`src/rtl/list_pkg.sv`:
```
// Shared types and defaults for list consumers.
// Provides the fold FSM state enum and default element/accumulator widths.
package list_pkg;

  localparam int LIST_WIDTH = 8;
  localparam int LIST_ACC_W = 16;

  typedef enum logic [2:0] {
    ST_IDLE,
    ST_ARM,
    ST_CHECK,
    ST_REQ,
    ST_WAIT,
    ST_DONE
  } list_state_e;

endpackage

```
`src/rtl/list_reader.sv`:
```
// List producer handshake: ARM/CHECK/REQ/WAIT sequencing.
// Ports: clock, reset, ready, list_ack, list_eol in; list_ready, list_req,
// idle, elem_valid (accepted ack strobe), elem_end (end seen in CHECK) out.
module list_reader
  import list_pkg::*;
(
  input  logic clock,
  input  logic reset,
  input  logic ready,
  input  logic list_ack,
  input  logic list_eol,
  output logic list_ready,
  output logic list_req,
  output logic idle,
  output logic elem_valid,
  output logic elem_end
);

  list_state_e state_q;
  list_state_e state_d;

  always_comb begin
    state_d = state_q;
    if (!ready) begin
      state_d = ST_IDLE;
    end else begin
      unique case (state_q)
        ST_IDLE:  state_d = ST_ARM;
        ST_ARM:   state_d = ST_CHECK;
        ST_CHECK: state_d = list_eol ? ST_DONE : ST_REQ;
        ST_REQ:   state_d = ST_WAIT;
        ST_WAIT:  state_d = list_ack ? ST_CHECK : ST_WAIT;
        ST_DONE:  state_d = ST_DONE;
        default:  state_d = ST_IDLE;
      endcase
    end
  end

  always_ff @(posedge clock) begin
    if (reset) begin
      state_q <= ST_IDLE;
    end else begin
      state_q <= state_d;
    end
  end

  // Outputs decode the registered state only, so list_req is a clean
  // one-cycle pulse and eol is looked at only once the producer settled.
  assign idle       = (state_q == ST_IDLE);
  assign list_ready = (state_q != ST_IDLE);
  assign list_req   = (state_q == ST_REQ);
  assign elem_valid = (state_q == ST_WAIT) && list_ack;
  assign elem_end   = (state_q == ST_CHECK) && list_eol;

endmodule

```
`src/rtl/list_fold_sum.sv`:
```
// Folds a producer list into a signed wrapping sum; macro LIST_FOLD_COUNT_EN
// adds count. Ports: clock, reset, ready, list_ack/eol/value in; done, result,
// list_ready, list_req (and count) out.
module list_fold_sum
  import list_pkg::*;
#(
  parameter int WIDTH = LIST_WIDTH,
  parameter int ACC_W = LIST_ACC_W
) (
  input  logic                    clock,
  input  logic                    reset,
  input  logic                    ready,
  output logic                    done,
  output logic signed [ACC_W-1:0] result,
  output logic                    list_ready,
  output logic                    list_req,
  input  logic                    list_ack,
  input  logic                    list_eol,
  input  logic signed [WIDTH-1:0] list_value
`ifdef LIST_FOLD_COUNT_EN
  ,
  output logic [ACC_W-1:0]        count
`endif
);

  logic                    idle;
  logic                    elem_valid;
  logic                    elem_end;
  logic [ACC_W-1:0]        acc_q;
  logic                    done_q;
  logic signed [ACC_W-1:0] ext;

  list_reader u_reader (
    .clock      (clock),
    .reset      (reset),
    .ready      (ready),
    .list_ack   (list_ack),
    .list_eol   (list_eol),
    .list_ready (list_ready),
    .list_req   (list_req),
    .idle       (idle),
    .elem_valid (elem_valid),
    .elem_end   (elem_end)
  );

  assign ext = ACC_W'(list_value);

  // Dropping ready (or sitting idle) throws away any partial sum.
  always_ff @(posedge clock) begin
    if (reset) begin
      acc_q  <= '0;
      done_q <= 1'b0;
    end else if (!ready || idle) begin
      acc_q  <= '0;
      done_q <= 1'b0;
    end else begin
      if (elem_valid) begin
        acc_q <= acc_q + ext;
      end
      if (elem_end) begin
        done_q <= 1'b1;
      end
    end
  end

  assign result = acc_q;
  assign done   = done_q;

`ifdef LIST_FOLD_COUNT_EN
  logic [ACC_W-1:0] cnt_q;

  always_ff @(posedge clock) begin
    if (reset) begin
      cnt_q <= '0;
    end else if (!ready || idle) begin
      cnt_q <= '0;
    end else if (elem_valid) begin
      cnt_q <= cnt_q + 1'b1;
    end
  end

  assign count = cnt_q;
`endif

endmodule
```
`config.mk`:
```
export PLATFORM = sky130hd
export DESIGN_NAME = list_fold_sum
export DESIGN_NICKNAME = d
export VERILOG_FILES = /design/src/rtl/list_pkg.sv /design/src/rtl/list_reader.sv /design/src/rtl/list_fold_sum.sv
export SDC_FILE = /design/constraint.sdc
export NUM_CORES = 1
export LEC_CHECK = 0
export ABC_AREA = 1
export ABC_CLOCK_PERIOD_IN_PS = 1900
export CORE_AREA = 2 2 56 79
export CTS_BUF_LIST = sky130_fd_sc_hd__clkbuf_4 sky130_fd_sc_hd__clkbuf_8
export CTS_CLUSTER_SIZE = 16
export DETAILED_ROUTE_END_ITERATION = 12
export DIE_AREA = 0 0 58 81
export PLACE_DENSITY = 0.76
export RECOVER_POWER = 50
export SLEW_MARGIN = 25
export SYNTH_ARGS = -nofsm -noshare
export SYNTH_HDL_FRONTEND = slang
export SYNTH_SLANG_ARGS = --single-unit
```
`constraint.sdc`:
```
create_clock -name clock -period 1.9 [get_ports clock]
set_input_delay 0.38 -clock clock [delete_from_list [all_inputs] [get_ports clock]]
set_output_delay 0.38 -clock clock [all_outputs]
set_load 0.02 [all_outputs]
```
==> impl_metrics.ini, run 1 <==
[outcome]
status = finished, final reports clean

[floorplanning]
die_w_um = 58
io_pins = 32
die_y_um = 81
start_util_pct = 42.8
coreArea_um2 = 4060
dieArea_um2 = 4700
rows = 28

[final_layout]
final-seq-area_um2 = 400
nets = 374
stdcell_count = 389
num-fill-cells = 384
diodes = 0
drive_gt1_share_pct = 16.0
area_growth_pct = 40.2
multi_input_area_um2 = 1190

[timing]
finalCritPeriodShare_pct = 94.3
fmaxAchievable_mhz = 558
fin_ws_ps = 108
slew_violations = 0
max_slew.worst_pin.slew_ps = 259
period_needed_ps = 1790
setup_viol = 0
hold_slack_ps = 474
hold_viol = 0
clock_skew_ps = 1.39
max_slew_margin_pct = 82.6

[yosys]
synth_edf_count = 0
synth_top_area_share_pct = 23.0
yosys-top-cells-area = dfxtp_1, nand2_1, inv_1, ha_1, nor2_1
ys_ff_latch = 20
ys_async_sr_fraction_pct = 0
syn_avg_cell_area_um2 = 5.95
ys_types = 29
synth_ff_type = dfxtp_1
syn-cell-area_um2 = 1740
syn_inst = 292
synth_nets = 321
synth_common_cells = nand2_1, inv_1, nor2_1
synth.most_common_cell = nand2_1
synth.largest_area_cell = dfxtp_1
yosys_warnings = 0
synth_seq_area_share_pct = 23.0

[worst_setup_path]
r2r_end = result[14]$_SDFFE_PP0P_
reg2reg_depth = 12
critPathKind = primary input to register
worstReg2RegStart = result[0]$_SDFFE_PP0P_
cp-end-kind = register
r2r_setup_slack_ps = 160
worst-path-max-fanout = 5
cp.arrival_ps = 1970
critPathLaunchType = primary input
required_ps = 2070

[power]
comb_power_share_pct = 18.0
p_int_mw = 0.691
leakage_nw = 1.33
switchingPower_mw = 0.247
powerDensity_nw_per_um2 = 385
power_frac_seq_pct = 45.1
ir_drop_mv = 0.341
finalPower_mw = 0.938
clkPwrFrac_pct = 36.9
swShare_pct = 26.3

[clock_tree]
numClockSinks = 20
htree_num_levels = 1
clockRootBuffer = clkbuf_8
cts-buffers-inserted = 3
path_clk_slew_ps = 80
cts_buffer_depth = 2
cts_tree = built
cts_hold_buf = 0
clock_latency_ps = 270

[route]
vias_per_cell = 4.97
drt_wl_total_um = 4450
final_antenna_net_count = 0
drc = 0
first_iter_violations = 35
post_drt_wl_per_cell_um = 11.4
vias = 1934
first_pass_iters = 4

[place]
place_congestion = 0.833
hpwl_um = 3410
place_inst = 384
placement.io_buffers = 31
place_ws_ps = -325

[min_path]
min_path_type = register to register
hold_depth = 1
worstHoldStart = done$_SDFFE_PP0P_
holdPathEnd = done$_SDFFE_PP0P_

[run]
maxCapViolCount = 0

[global_routing]
grt_pass1_vias = 1785
grt.overflow.total = 0
antenna_found_initial = 0
grt_use_total_pct = 19.2
grt_start_max_net_pins = 13
grt_pass1_wl_um = 7140
[state kept, by name, summed over array words and instances (netlist names)]
register and count:
u_reader.state_q 3, done 1, result 16
[repair_timing]
action / CTS / global route
setup endpoints to repair: 7 / 10
pin swaps: 1 / 10
buffers inserted: 0 / 0
gates resized for setup: 7 / 23
gates cloned: 0 / 1
[layout make-up]
type                    count  share of cell area (%)
well taps                  45                    2.31
multi-input cells         205                    48.8
flip-flops and latches     20                    16.4
clock buffers               4                    2.26
repair buffers             52                    20.5
inverters                  63                    9.70
[power by group through the flow]
stage	Clock [mW]	Combinational (mW)	Sequential [mW]
3_5_place_dp	0	0.151	0.433
4_1_cts	0.355	0.154	0.423
3_3_place_gp	0	0.149	0.432
5_1_grt	0.363	0.187	0.423
6_report	0.346	0.169	0.423
2_1_floorplan	0	0.0783	0.433
[layer usage]
metal,vias to the layer above,track usage (%),part of all wire (%)
met5,-,0,0
met4,0,8.14,2.8
met3,15,1.59,3.1
met2,40,38.6,55
met1,884,19.6,39
li1,995,-,-
[cell families after synthesis]
family | after synthesis | share of synthesized area, %
buffers and inverters | 67 | 15.8
AND/OR/NAND/NOR | 164 | 39.6
adder cells (fa/ha/maj) | 16 | 12.0
flip-flops | 20 | 23.0
XOR/XNOR | 5 | 2.52
AO/OA/AOI/OAI | 20 | 7.06
[cell usage in the layout (no fill, tap or decap), types with 6 or more instances in the layout]
master | Yosys | layout
nand2_2 | 0 | 8
nand3_1 | 23 | 23
nand2_1 | 87 | 78
a21oi_1 | 8 | 6
clkdlybuf4s50_1 | 0 | 15
buf_4 | 0 | 18
ha_4 | 0 | 7
inv_1 | 60 | 60
dlygate4sd3_1 | 0 | 11
nor2_1 | 38 | 39
dfxtp_1 | 20 | 20
nor3_1 | 6 | 6
[critical path, cell delays in order]
cell,delay (ps)
clkdlybuf4s50_1,410
ha_1,340
nand2_1,100
inv_1,50
a21oi_1,180
nand2_1,120
nand2_1,110
nand2_1,60
nand2_1,50
nand3_1,60
nand2_1,70
inv_1,30
[per-stage QoR]
stage	util [%]	TNS, ps	instance area (um2)
after floorplan	-	0	1740
after global placement	54.8	-2580	2230
after detailed placement	54.8	-2940	2230
after CTS	56.7	0	2300
after global routing	60.0	-22.6	2440
final	60.0	0	2440
[how the worst max path moves through the flow]
stage | cells after the start | start | slack [ps] | to
4_1_cts | 13 | list_value[7] | 0.5 | result[15]$_SDFFE_PP0P_
2_1_floorplan | 11 | result[0]$_SDFFE_PP0P_ | 150 | result[8]$_SDFFE_PP0P_
6_report | 12 | list_value[5] | 110 | result[11]$_SDFFE_PP0P_
3_5_place_dp | 13 | list_value[7] | -330 | result[13]$_SDFFE_PP0P_
5_1_grt | 11 | list_value[4] | -20 | result[11]$_SDFFE_PP0P_
3_3_place_gp | 13 | list_value[7] | -310 | result[13]$_SDFFE_PP0P_
Note: power is estimated with default switching activity, not from simulation.
==> run 2, diff against run 1 <==
- ABC_CLOCK_PERIOD_IN_PS: 1900 -> default
- SLEW_MARGIN: 25 -> default
==> results of run 2 <==
No change in the layout: final DEF, timing and power equal those of run 1.
